==> src/rtl/snake_pkg.sv <==
// snake_pkg: shared direction/game-state codes and helpers for the snake controller
package snake_pkg;

  typedef enum logic [2:0] {
    STAY  = 3'd0,
    UP    = 3'd1,
    DOWN  = 3'd2,
    RIGHT = 3'd3,
    LEFT  = 3'd4
  } dir_t;

  typedef enum logic [1:0] {
    IDLE  = 2'd0,
    RUN   = 2'd1,
    PAUSE = 2'd2,
    OVER  = 2'd3
  } state_t;

  localparam int PW = 24;

  function automatic dir_t opposite(input dir_t d);
    return d == UP    ? DOWN  :
           d == DOWN  ? UP    :
           d == RIGHT ? LEFT  :
           d == LEFT  ? RIGHT : STAY;
  endfunction

  // Subtract step from a period, never going below the floor
  function automatic logic [PW-1:0] sat_sub(input logic [PW-1:0] a, input logic [PW-1:0] step,
                                            input logic [PW-1:0] floor_v);
    return (a > floor_v + step) ? a - step : floor_v;
  endfunction

endpackage

==> src/rtl/snake_game_ctrl_turn_queue.sv <==
// turn_queue: 2-entry direction FIFO with legality check on push, pop-before-push ordering and flush
module turn_queue
  import snake_pkg::*;
(
  input  logic clk,
  input  logic rst,
  input  logic i_flush,
  input  logic i_push,
  input  dir_t i_push_dir,
  input  dir_t i_ref,
  input  logic i_pop,
  output dir_t o_head,
  output dir_t o_tail,
  output logic o_empty,
  output logic o_full
);

  logic [1:0] r_cnt;
  dir_t       r_q0;
  dir_t       r_q1;
  logic       w_pop;
  logic [1:0] w_cnt_post;
  logic       w_legal;
  logic       w_acc;

  // The reference is the tail (or applied dir when empty); for a pop with two entries the
  // surviving entry is the old tail, and with one entry the popped value becomes dir, so the
  // pre-pop tail is already the post-pop reference.
  assign w_pop      = i_pop && (r_cnt != 2'd0);
  assign w_cnt_post = r_cnt - {1'b0, w_pop};
  assign w_legal    = (i_push_dir != STAY) && (i_push_dir != i_ref) && (i_push_dir != opposite(i_ref));
  assign w_acc      = i_push && w_legal && (w_cnt_post != 2'd2);

  assign o_head  = r_q0;
  assign o_tail  = (r_cnt == 2'd2) ? r_q1 : r_q0;
  assign o_empty = (r_cnt == 2'd0);
  assign o_full  = (r_cnt == 2'd2);

  // Shift on pop, then write the accepted push into the first free slot
  always_ff @(posedge clk or posedge rst) begin
    if (rst) begin
      r_cnt <= 2'd0;
      r_q0  <= STAY;
      r_q1  <= STAY;
    end else if (i_flush) begin
      r_cnt <= 2'd0;
    end else begin
      if (w_pop) r_q0 <= r_q1;
      if (w_acc && w_cnt_post == 2'd0) r_q0 <= i_push_dir;
      if (w_acc && w_cnt_post == 2'd1) r_q1 <= i_push_dir;
      r_cnt <= w_cnt_post + {1'b0, w_acc};
    end
  end

endmodule

==> src/rtl/snake_game_ctrl.sv <==
// snake_game_ctrl: game FSM, speed-scaled move strobe and debounced turn queue for the snake datapath
module snake_game_ctrl
  import snake_pkg::*;
#(
  parameter int TICK_BASE   = 10_000_000,
  parameter int TICK_STEP   = 500_000,
  parameter int TICK_MIN    = 3_000_000,
  parameter int SPEED_EVERY = 5
) (
  input  logic       clk,
  input  logic       rst,
  input  logic       up,
  input  logic       down,
  input  logic       left,
  input  logic       right,
  input  logic       pause,
  input  logic       lose,
  input  logic       win,
  input  logic [6:0] size,
  output logic       update,
  output logic [2:0] dir,
  output logic       running,
  output logic [1:0] game_state
);

  localparam logic [PW-1:0] P_BASE = PW'(TICK_BASE);
  localparam logic [PW-1:0] P_STEP = PW'(TICK_STEP);
  localparam logic [PW-1:0] P_MIN  = PW'(TICK_MIN);
  localparam logic [2:0]    G_LAST = 3'(SPEED_EVERY - 1);

  state_t        r_state;
  state_t        w_state_nxt;
  logic [3:0]    r_btn_q;
  logic          r_pause_q;
  logic [PW-1:0] r_div;
  logic [PW-1:0] r_period;
  logic [PW-1:0] r_period_pend;
  logic [2:0]    r_grow_cnt;
  logic [6:0]    r_size_q;
  dir_t          r_dir;
  logic          r_update;
  logic          r_running;

  logic [3:0]    w_rise;
  logic          w_press;
  dir_t          w_press_dir;
  logic          w_pause_rise;
  logic          w_end;
  logic          w_adv;
  logic          w_pop;
  logic          w_wrap;
  logic          w_grow;
  logic          w_level;
  logic          w_push;
  logic          w_flush;
  dir_t          w_ref;
  dir_t          w_q_head;
  dir_t          w_q_tail;
  logic          w_q_empty;
  logic          w_q_full;

  assign w_rise       = {up, down, right, left} & ~r_btn_q;
  assign w_press      = |w_rise;
  assign w_press_dir  = w_rise[3] ? UP : w_rise[2] ? DOWN : w_rise[1] ? RIGHT : w_rise[0] ? LEFT : STAY;
  assign w_pause_rise = pause & ~r_pause_q;
  assign w_end        = lose | win;

  // The divider only advances in cycles that stay in RUN, so a pause edge freezes the count
  // exactly where it was seen and a pop/strobe is never repeated after resume.
  assign w_adv  = (r_state == RUN) && !w_pause_rise && !w_end;
  assign w_pop  = w_adv && (r_div == r_period - PW'(2));
  assign w_wrap = w_adv && (r_div == r_period - PW'(1));

  assign w_grow  = (size != r_size_q);
  assign w_level = w_grow && (r_grow_cnt == G_LAST);

  assign w_ref   = w_q_empty ? r_dir : w_q_tail;
  assign w_flush = (w_state_nxt == OVER);
  assign w_push  = w_press && (r_state == IDLE || r_state == RUN) && (!w_q_full || w_pop);

  assign update     = r_update;
  assign dir        = r_dir;
  assign running    = r_running;
  assign game_state = r_state;

  turn_queue u_queue (
    .clk        (clk),
    .rst        (rst),
    .i_flush    (w_flush),
    .i_push     (w_push),
    .i_push_dir (w_press_dir),
    .i_ref      (w_ref),
    .i_pop      (w_pop),
    .o_head     (w_q_head),
    .o_tail     (w_q_tail),
    .o_empty    (w_q_empty),
    .o_full     (w_q_full)
  );

  // Game-state next-state logic; end-of-game outranks a pause edge
  always_comb begin
    w_state_nxt = r_state;
    case (r_state)
      IDLE:    w_state_nxt = w_press ? RUN : IDLE;
      RUN:     w_state_nxt = w_end ? OVER : (w_pause_rise ? PAUSE : RUN);
      PAUSE:   w_state_nxt = w_end ? OVER : (w_pause_rise ? RUN : PAUSE);
      default: w_state_nxt = OVER;
    endcase
  end

  // State register plus registered running flag
  always_ff @(posedge clk or posedge rst) begin
    if (rst) begin
      r_state   <= IDLE;
      r_running <= 1'b0;
    end else begin
      r_state   <= w_state_nxt;
      r_running <= (w_state_nxt == RUN);
    end
  end

  // Previous button levels for rising-edge detection
  always_ff @(posedge clk or posedge rst) begin
    if (rst) begin
      r_btn_q   <= 4'b0;
      r_pause_q <= 1'b0;
    end else begin
      r_btn_q   <= {up, down, right, left};
      r_pause_q <= pause;
    end
  end

  // Move divider and strobe; a shortened period is adopted only at a wrap
  always_ff @(posedge clk or posedge rst) begin
    if (rst) begin
      r_div    <= '0;
      r_period <= P_BASE;
      r_update <= 1'b0;
    end else begin
      r_div    <= w_wrap ? '0 : (w_adv ? r_div + PW'(1) : r_div);
      r_period <= w_wrap ? r_period_pend : r_period;
      r_update <= w_wrap;
    end
  end

  // Growth counting and speed-level period reduction
  always_ff @(posedge clk or posedge rst) begin
    if (rst) begin
      r_size_q      <= '0;
      r_grow_cnt    <= '0;
      r_period_pend <= P_BASE;
    end else begin
      r_size_q      <= size;
      r_grow_cnt    <= w_level ? 3'd0 : (w_grow ? r_grow_cnt + 3'd1 : r_grow_cnt);
      r_period_pend <= w_level ? sat_sub(r_period_pend, P_STEP, P_MIN) : r_period_pend;
    end
  end

  // Applied direction: loaded from the queue head one cycle before the strobe
  always_ff @(posedge clk or posedge rst) begin
    if (rst) r_dir <= STAY;
    else     r_dir <= (w_pop && !w_q_empty) ? w_q_head : r_dir;
  end

endmodule

==> config.mk <==
export PLATFORM = sky130hd
export DESIGN_NAME = snake_game_ctrl
export DESIGN_NICKNAME = d
export VERILOG_FILES = /design/src/rtl/snake_pkg.sv /design/src/rtl/snake_game_ctrl_turn_queue.sv /design/src/rtl/snake_game_ctrl.sv
export SDC_FILE = /design/constraint.sdc
export NUM_CORES = 1
export LEC_CHECK = 0
export CAP_MARGIN = 5
export CORE_ASPECT_RATIO = 1.2
export CORE_MARGIN = 1.5
export CORE_UTILIZATION = 45
export DETAILED_ROUTE_END_ITERATION = 10
export GPL_TIMING_DRIVEN = 0
export SYNTH_ARGS = -nofsm -noshare
export SYNTH_HDL_FRONTEND = slang
export SYNTH_SLANG_ARGS = --single-unit
==> constraint.sdc <==
create_clock -name clk -period 7 [get_ports clk]
set_clock_uncertainty 0.2 [all_clocks]
set_input_delay 0.7 -clock clk [delete_from_list [all_inputs] [get_ports clk]]
set_output_delay 0.7 -clock clk [all_outputs]
set_load 0.02 [all_outputs]
* Yosys cells after proc, flatten, opt, wreduce, memory -nomap -nowiden
Cells that the tools add are included.
** Word-level totals
- Memories kept :: 0
- Output and inout port bits :: 7
- Bits in latches :: 0
- Word-level logic and storage cells :: 101
- Memory bits (writable) :: 0
- Input bits :: 16
- Bits in registers :: 102
- Bits in read-only memories :: 0
** Operators by class
- Shifts and indexed selects :: 0
- Add/sub/neg operators :: 7
- Divide/modulo/power cells :: 0
- Multiply operators :: 0
- Mux-type cells :: 24
- Bitwise gates (word level) :: 6
- Reductions and logical operators :: 32
- $lt $le $gt $ge :: 1
- Equal/unequal tests :: 17
** Operator list (count)
- $mux 24 :: 3
- $eq 24x24->1 :: 2
- $mux 3 :: 13
- $add 24x1->24 const B :: 1
- $gt 24x22->1 const B :: 1
- $sub 24x1->24 const B :: 1
- $sub 24x19->24 const B :: 1
- $sub 24x2->24 const B :: 1
- $logic_and 1x1->1 :: 15
- $mux 2 :: 6
- $reduce_bool 2->1 :: 4
- $ne 7x7->1 :: 1
- $eq 2x1->1 const B :: 3
- $eq 2x2->1 const B :: 3
- $eq 3x2->1 const B :: 2
- $eq 3x3->1 const B :: 2
- $logic_not 2->1 :: 3
- $ne 3x3->1 :: 2
- $pmux 2 s3 :: 1
- $and 4x4->4 :: 1
- $logic_not 1->1 :: 4
- $not 4->4 :: 1
- $reduce_and 2->1 :: 2
- $reduce_or 4->1 :: 1
- 11 further kinds :: 13

* Longest topological paths before layout
Gate-level depths: netlist of the first run.
- Depth after elaboration :: 15
- Mapped depth :: 15
- Gate-level depth less buffers :: 15

* By module
A second synthesis of the first run with hierarchy kept.
** Second synthesis, totals
- Cell total of the unflattened synthesis :: 553
- Area, all modules :: 5346.4 µm²
** By module, submodules not included
- snake_game_ctrl :: area each 4698.3 µm², instances 1, cells each 480, sequential area each 2122.0 µm²
- turn_queue :: area each 648.1 µm², instances 1, cells each 73, sequential area each 200.2 µm²

* Worst setup path before layout of the first run
Ideal clock, no wire load.
- Path type :: register to register
- Start :: register r_period[5]
- End :: register u_queue.r_q0[2] (netlist: u_queue.o_head[2])
- Setup time :: 0.123 ns
- Setup slack :: 2.833 ns
- Data required time :: 6.677 ns
- Clock period less this slack :: 4.167 ns
- Stages on the path, launching flop included :: 16
- Arrival :: 3.844 ns
- Buffers on the path :: 0
- Cells stage by stage :: dfrtp_1 inv_1 ha_1 nor3b_2 nand2_2 or3_1 or3_1 a21oi_1 nand2_1 or3_1 nor4_1 ha_1 and4_1 and2_1 o21a_1 o221a_2
** On the way
- Word-level cells in the longest chain between the ends :: 10
- Elaborated cells between the ends (all ways) :: 15
- Those cells by class :: add/sub (2); eq/ne (2); mux (1); reduce/logical (10)
** Ends and longest elaborated chain
- start, declared :: line snake_game_ctrl.sv:36 : logic [PW-1:0] r_period;
- start signal, assigned :: line snake_game_ctrl.sv:141 : r_period <= w_wrap ? r_period_pend : r_period;
- $sub 24x2->24 (*) :: line snake_game_ctrl.sv:71 : assign w_pop = w_adv && (r_div == r_period - PW'(2));
- $eq 24x24->1 (*) :: line snake_game_ctrl.sv:71
- $logic_and 1x1->1 (*) :: line snake_game_ctrl.sv:71
- $logic_and 1x1->1 (*) :: line snake_game_ctrl_turn_queue.sv:29 : assign w_pop = i_pop && (r_cnt != 2'd0);
- net u_queue.w_pop :: line snake_game_ctrl_turn_queue.sv:21 : logic w_pop;
- $sub 2x1->2 :: line snake_game_ctrl_turn_queue.sv:30 : assign w_cnt_post = r_cnt - {1'b0, w_pop};
- $ne 2x2->1 :: line snake_game_ctrl_turn_queue.sv:32 : assign w_acc = i_push && w_legal && (w_cnt_post != 2'd2);
- $logic_and 1x1->1 :: line snake_game_ctrl_turn_queue.sv:32
- $logic_and 1x1->1 :: line snake_game_ctrl_turn_queue.sv:49 : if (w_acc && w_cnt_post == 2'd0) r_q0 <= i_push_dir;
- $reduce_bool 2->1 (no line)
- $reduce_and 2->1 (no line)
- end signal, assigned :: line snake_game_ctrl_turn_queue.sv:48 : if (w_pop) r_q0 <= r_q1;
- end signal, assigned :: line snake_game_ctrl_turn_queue.sv:49
- end, declared :: line snake_game_ctrl_turn_queue.sv:19 : dir_t r_q0;
Mark *: on every way through the listed nets, which the timed path passes. The rest lies on a longest branch.
A chain may end at the register's enable or synchronous reset.

* Worst setup path after layout of the first run
- Start :: register r_period[5]
- End :: register u_queue.r_q0[0] (netlist: u_queue.o_head[0])
Same word-level chain as after synthesis.

==> results of run 1 <==
layout by cell type (no fill, tap or decap), drive strengths merged, types with 6 or more instances in the layout:
cell	instances
nand4	14
xor2	25
clkbuf	20
a211o	6
nor3	12
or3	11
o21ai	30
nand3	20
ha	8
and3	9
or4	6
nor2	44
dfstp	16
nand2	42
nor2b	11
buf	6
nor4	14
dfrtp	76
a21oi	14
clkdlybuf4s50	22
o31ai	7
nand2b	9
mux2	27
inv	21
xnor2	32
kinds of logic (layout without fill, tap and decap cells):
family | Yosys count | after routing | share of synthesized area (%)
buffers and inverters | 35 | 74 | 2.76
DFF | 92 | 92 | 43.9
AOI/OAI and AO/OA | 101 | 101 | 13.2
xor gates and xnor gates | 57 | 57 | 9.43
adders and majority gates | 8 | 8 | 1.89
muxes | 32 | 32 | 6.69
and+or+nand+nor | 215 | 215 | 22.2
power groups by stage:
stage	registers [W]	clock network (W)	logic (W)
final	0.000685	0.000517	0.000266
after global routing	0.000699	0.000547	0.000306
after CTS	0.000685	0.000530	0.000269
after detailed placement	0.000695	0	0.000266
after global placement	0.000692	0	0.000255
after floorplan	0.000666	0	0.000201
area by class of cell:
class | instances | share of cell area (%)
clock buffer | 9 | 3.72
clock inverter | 7 | 1.55
timing repair buffer | 23 | 4.09
tap | 157 | 3.24
buffer | 16 | 1.24
inverter | 19 | 1.22
multi-input combinational | 413 | 46.6
sequential | 92 | 38.3
worst max-delay path: cells and delay by family (launching register included):
| kind | cells | cell delay, ns |
|---|---|---|
| fa+ha+maj | 2 | 0.57 |
| compound gates | 3 | 0.72 |
| buf+inv | 1 | 0.11 |
| flops | 1 | 0.45 |
| simple gates | 9 | 2.65 |
through the flow:
step / cells / setup WS [ns] / hold slack (ns) / util, % / area, um2
after floorplan: 540 / 2.83 / 0.246 / - / 5300
after global placement: 719 / 2.18 / 0.256 / 49.6 / 5710
after detailed placement: 720 / 2.30 / 0.258 / 49.9 / 5740
after CTS: 736 / 2.26 / 0.268 / 52.6 / 6060
after global routing: 736 / 1.86 / 0.283 / 52.6 / 6060
final: 736 / 2.19 / 0.267 / 52.6 / 6060
routing by layer:
layer	global-route usage [%]	share of wire, %	vias to the layer above
li1	-	-	2033
met1	26.0	43	2052
met2	35.4	51	76
met3	2.70	2.7	27
met4	11.3	3.4	0
met5	0	0	-
state kept, by name, summed over array words and instances (netlist names), 2 cells and up:
signal and cells:
dir 3, u_queue.o_head 3, r_period_pend 19, r_grow_cnt 3, r_btn_q 4, u_queue.r_q1 3
u_queue.r_cnt 2, r_period 19, r_size_q 7, game_state 2, r_div 24
worst max path at each step:
stage	startpoint	endpoint	slack, ns	cells after the start
after floorplan	r_period[5]$_DFFE_PP0P_	u_queue.o_head[2]$_DFFE_PP0P_	2.83	15
after global placement	rst	r_size_q[2]$_DFF_PP0_	2.18	2
after detailed placement	r_period[5]$_DFFE_PP0P_	u_queue.o_head[2]$_DFFE_PP0P_	2.30	15
after CTS	r_period[5]$_DFFE_PP0P_	u_queue.o_head[0]$_DFFE_PP0P_	2.26	15
after global routing	r_period[5]$_DFFE_PP0P_	u_queue.o_head[0]$_DFFE_PP0P_	1.86	15
final	r_period[5]$_DFFE_PP0P_	u_queue.o_head[0]$_DFFE_PP0P_	2.19	15
==> summary.md, run 1 <==
| Metric | Value |
|---|---|
| Reg2Reg Depth | 15 |
| Cell Area, Synth | 5300 um2 |
| Clock Latency Late Sink | 0.35 ns |
| Top cell type's share of synthesized area | 35.9% |
| Worst r2r src | r_period[5]$_DFFE_PP0P_ |
| RSZ-0062 raised after global routing | no |
| Vias/cell | 5.69 |
| Largest net degree at the start of global routing | 72 |
| Worst slew pin tran | 1.31 ns |
| Min-Delay Endpoint | r_period_pend[23]$_DFFE_PP1P_ |
| WP data required | 7.04 ns |
| Top FF cell, synth | dfrtp_1 |
| Wire length per cell | 16.1 um |
| Critical Path Fanout Max | 7 |
| Commonest cells in the netlist | dfrtp_1, nor2_1, nand2_1 |
| Slew HR | 12.0% |
| Critical path class | flop to flop |
| Post-route ant nets | 0 |
| Core ar. | 11500 um2 |
| Setup TNS | 0 ns |
| CTS root buf | clkbuf_16 |
| PwrDens | 242 nW/um2 |
| Clock sink count | 92 |
| Clock Path Buffers | 2 |
| Proportion of layout cells with a drive suffix above 1 | 13.0% |
| Final Power | 0.00147 W |
| Initial antenna violation count | 0 |
| DRC | 0 |
| Starting Density | 46.0% |
| Max stage delay on crit path | 0.54 ns |
| Die width | 102 um |
| Post-cts hold buffer count | 0 |
| CTS H-tree lvls | 3 |
| Sw Ratio | 32.1% |
| Count of state elements after synthesis | 92 |
| Area delta synth->final | 14.5% |
| Worst path arrival time | 4.84 ns |
| Cell at the slowest stage of the critical path | nor3b_2 |
| Internal cell power | 0.000996 W |
| Number of fill cells | 1072 |
| Die Area | 12400 um2 |
| GRT overflow | 0 |
| Combinational group share of total power | 18.1% |
| Maximum capacitance violations | 0 |
| ANT cells | 0 |
| Final setup viols | 0 |
| Mapped Cells | 540 |
| Reg clk slew, reported paths | 0.07 ns |
| Vert. Die Dim | 122 um |
| Seq/Total Area, Yosys | 43.9% |
| Drt first-iter violations | 209 |
| Clk pwr share | 35.2% |
| Hpwl dp | 8700 um |
| Status | finished clean |
| FP Rows | 43 |
| Number of buffers created by CTS | 9 |
| Fmax | 0.208 GHz |
| Startpoint Class | flop |
| Storage element area | 2320 um2 |
| Leakage | 2.57 nW |
| Via Count | 4188 |
| Syn Nets | 564 |
| Number of port buffers | 22 |
| Min cycle time layout | 4.81 ns |
| Seq pwr share | 46.7% |
| Ys async rst share | 100% |
| EDFF count, synth | 0 |
| Crit. End Element | flop |
| Worst R2R End | u_queue.o_head[0]$_DFFE_PP0P_ |
| Post-Syn Area per Cell | 9.81 um2 |
| Total GRT Usage | 21.0% |
| Total Routed Length | 11800 um |
| Most numerous cell in the Yosys netlist | dfrtp_1 |
| Multi-input gate area | 2830 um2 |
| Layout net count | 598 |
| Final period utilization | 68.7% |
| Global-route wire length before repair | 20400 um |
| Worst vdd ir | 0.000183 V |
| Psw | 0.000471 W |
| Final slew viol count | 0 |
| Io pins | 23 |
| Vias in the first global route | 4286 |
| Reg2reg setup slack | 2.19 ns |
| Hold Fails Final Rpt | 0 |
| Most used cell along the critical path | or3_1 |
| Post-CTS Repair Setup Buffers | 0 |
| Leading post-synthesis cells by cell area | dfrtp_1, dfstp_2, mux2_2 |
| First-pass DRT Iterations | 4 |
| CTS tree | yes |
| Synth cell types | 68 |
| Synth area leader | dfrtp_1 |
| Synth warn | 0 |
| Min-delay src | r_period_pend[23]$_DFFE_PP1P_ |
| Final GP Congestion | 0.911 |
| Post-CTS sizing | 0 |
| Hold path depth | 1 |
| Hold Path Class | flop to flop |
| CP Cell Sequence | inv_1 -> ha_1 -> nor3b_2 -> nand2_2 -> or3_1 -> or3_1 -> a21oi_1 -> nand2_1 -> or3_1 -> nor4_1 -> ha_1 -> and4_1 -> and2_1 -> o21a_1 -> o221a_2 |
Note: power is estimated with default switching activity, not from simulation.
==> run 2, diff against run 1 <==
==> constraint.sdc (replaced) <==
create_clock -name clk -period 4.5 [get_ports clk]
set_clock_uncertainty 0.2 [all_clocks]
set_input_delay 0.45 -clock clk [delete_from_list [all_inputs] [get_ports clk]]
set_output_delay 0.45 -clock clk [all_outputs]
set_load 0.02 [all_outputs]
==> run 2 against run 1 <==
Power increased by 56%; largest cell class unchanged; critical path type unchanged; core utilization up 0.46 points; first-iteration DRC count down 11%; non-clock buffer count increased by 3; die area unchanged; final area rose by 0.87%.
==> summary.md, run 2 (synthesis results as in run 1) <==
| Metric | Value |
|---|---|
| Fmax | 0.234 GHz (+12%) |
| PwrDens | 373 nW/um2 (+54%) |
| ANT cells | 0 (unchanged) |
| Io pins | 23 (unchanged) |
| FP Rows | 43 (unchanged) |
| Startpoint Class | flop |
| Setup TNS | 0 ns (unchanged) |
| Status | finished clean |
| Final Power | 0.00228 W (+56%) |
| Core ar. | 11500 um2 (unchanged) |
| Number of flip-flops in the largest register | 24 (unchanged) |
| Post-DP Area | 5740 um2 (unchanged) |
| Crit. End Element | flop |
| Final setup viols | 0 (unchanged) |
| Dpl ws | -0.197 ns (-2.50 ns) |
| Reg clk slew, reported paths | 0.07 ns (about the same) |
| Post-cts hold buffer count | 0 (unchanged) |
| Worst path arrival time | 4.32 ns (-0.52 ns) |
| Post-route ant nets | 0 (unchanged) |
| Worst vdd ir | 0.000285 V (+56%) |
| Final GP Congestion | 0.911 (unchanged) |
| WP data required | 4.54 ns (-2.50 ns) |
| GRT overflow | 0 (unchanged) |
| Final slew viol count | 0 (unchanged) |
| Worst slew pin tran | 1.30 ns (-0.00746 ns) |
| Wire length per cell | 16.2 um (+0.55%) |
| Layout net count | 601 (+0.50%) |
| Top Registers | r_div (24), r_period (19), r_period_pend (19) |
| Min cycle time layout | 4.28 ns (-0.529 ns) |
| Hold Path Class | input pin to async pin |
| Total GRT Usage | 21.1% (+0.036 points) |
| Number of port buffers | 22 (unchanged) |
| Global-route wire length before repair | 20500 um (+0.34%) |
| Fin area | 6110 um2 (+0.87%) |
| Proportion of layout cells with a drive suffix above 1 | 14.1% (+1.1 points) |
| Total Routed Length | 11900 um (+0.96%) |
| Hold slack | 0.219 ns (-0.0482 ns) |
| Critical path class | flop to flop |
| First-pass DRT Iterations | 4 (unchanged) |
| Clock sink count | 92 (unchanged) |
| Number of buffers created by CTS | 9 (unchanged) |
| Final period utilization | 95.1% (+26 points) |
| Area delta synth->final | 15.5% |
| Die width | 102 um (unchanged) |
| Drt first-iter violations | 185 (-11%) |
| Critical Path Fanout Max | 6 (-1) |
| Leakage | 2.58 nW (+0.40%) |
| Fin worst setup slack | 0.220 ns (-1.97 ns) |
| Initial antenna violation count | 0 (unchanged) |
| CTS root buf | clkbuf_16 |
| DRC | 0 (unchanged) |
| Largest net degree at the start of global routing | 72 (unchanged) |
| CTS tree | yes |
| Slew HR | 12.5% (+0.50 points) |
| Vias/cell | 5.67 (-0.33%) |
| CTS H-tree lvls | 3 (unchanged) |
| Die Area | 12400 um2 (unchanged) |
| RSZ-0062 raised after global routing | no |
| Clock Latency Late Sink | 0.35 ns (about the same) |
| Vias in the first global route | 4309 (+0.54%) |
| Via Count | 4191 (+0.072%) |
| Hold Fails Final Rpt | 0 (unchanged) |
| Clock Path Buffers | 2 (unchanged) |
| Maximum capacitance violations | 0 (unchanged) |
| Starting Density | 46.0% (unchanged) |
| Commonest cells after routing, fill and taps aside | dfrtp_1, nor2_1, nand2_1, xnor2_1, o21ai_0 |
| Reg with most FFs | r_div |
| Commonest non-fill, non-tap cell in the layout | dfrtp_1 |
| Vert. Die Dim | 122 um (unchanged) |
| Hpwl dp | 8700 um (unchanged) |
## run 2: cell count changes in the layout (fill, tap and decap cells not counted), sizes merged
cell	previous run	this run
buf	6	9
## run 2: what timing repair did
action | in CTS | in global routing
setup endpoints to repair | 6 | 6
resized for setup | 1 | 5
setup buffers | 1 | 2
endpoints found under the hold margin | 0 | 0
pin swaps | 0 | 1
## run 2: where the power goes
group	total [W]	switching (W)	internal (W)
clock network	0.000802	0.000356	0.000446
registers	0.00107	0.000125	0.000941
logic	0.000414	0.000251	0.000163
## run 2: per-layer routing
metal	vias to the layer above	part of all wire [%]	track usage (%)
li1	2042	-	-
met1	2040	43	26.0
met2	77	51	35.3
met3	32	2.8	3.21
met4	0	3.3	11.0
met5	-	0	0
## run 2: final timing paths
| path | from | end | slack [ns] | cells after the start |
|---|---|---|---|---|
| min in group clk | r_period_pend[23]$_DFFE_PP1P_ | r_period_pend[23]$_DFFE_PP1P_ | 0.27 | 1 |
| worst max register to register | r_period[5]$_DFFE_PP0P_ | u_queue.o_head[0]$_DFFE_PP0P_ | 0.22 | 15 |
| max in group asynchronous | rst | r_period[23]$_DFFE_PP1P_ | 3.20 | 3 |
| worst min register to register | r_period_pend[23]$_DFFE_PP1P_ | r_period_pend[23]$_DFFE_PP1P_ | 0.27 | 1 |
| worst min-delay path | rst | r_div[4]$_DFFE_PP0P_ | 0.22 | 2 |
| worst max-delay path | r_period[5]$_DFFE_PP0P_ | u_queue.o_head[0]$_DFFE_PP0P_ | 0.22 | 15 |
## run 2: critical path: stages (launching register included)
cell and delay [ns]:
dfrtp_2 0.45, inv_1 0.14, ha_4 0.18, nor3b_4 0.22
nand2_2 0.08, or3_1 0.33, or3_1 0.42, a21oi_2 0.18
nand2_1 0.06, or3_1 0.41, nor4_2 0.29, ha_1 0.29
and4_1 0.20, and2_1 0.21, o21a_1 0.24, o221a_2 0.26
## run 2: metrics by stage
step | util [%] | cells
floorplan | - | 540
global placement | 49.6 | 719
detailed placement | 49.9 | 720
CTS | 52.8 | 737
global route | 53.1 | 739
finish | 53.1 | 739
## run 2: layout make-up
| type | instances | area, um2 |
|---|---|---|
| fillers | 1065 | 5400 |
| multi-input cells | 413 | 2860 |
| flip-flops and latches | 92 | 2320 |
| repair buffers | 26 | 270 |
| clock buffers | 9 | 225 |
| well taps | 157 | 196 |
| clock inverters | 7 | 93.8 |
| plain buffers | 16 | 75.1 |
| inverters | 19 | 73.8 |
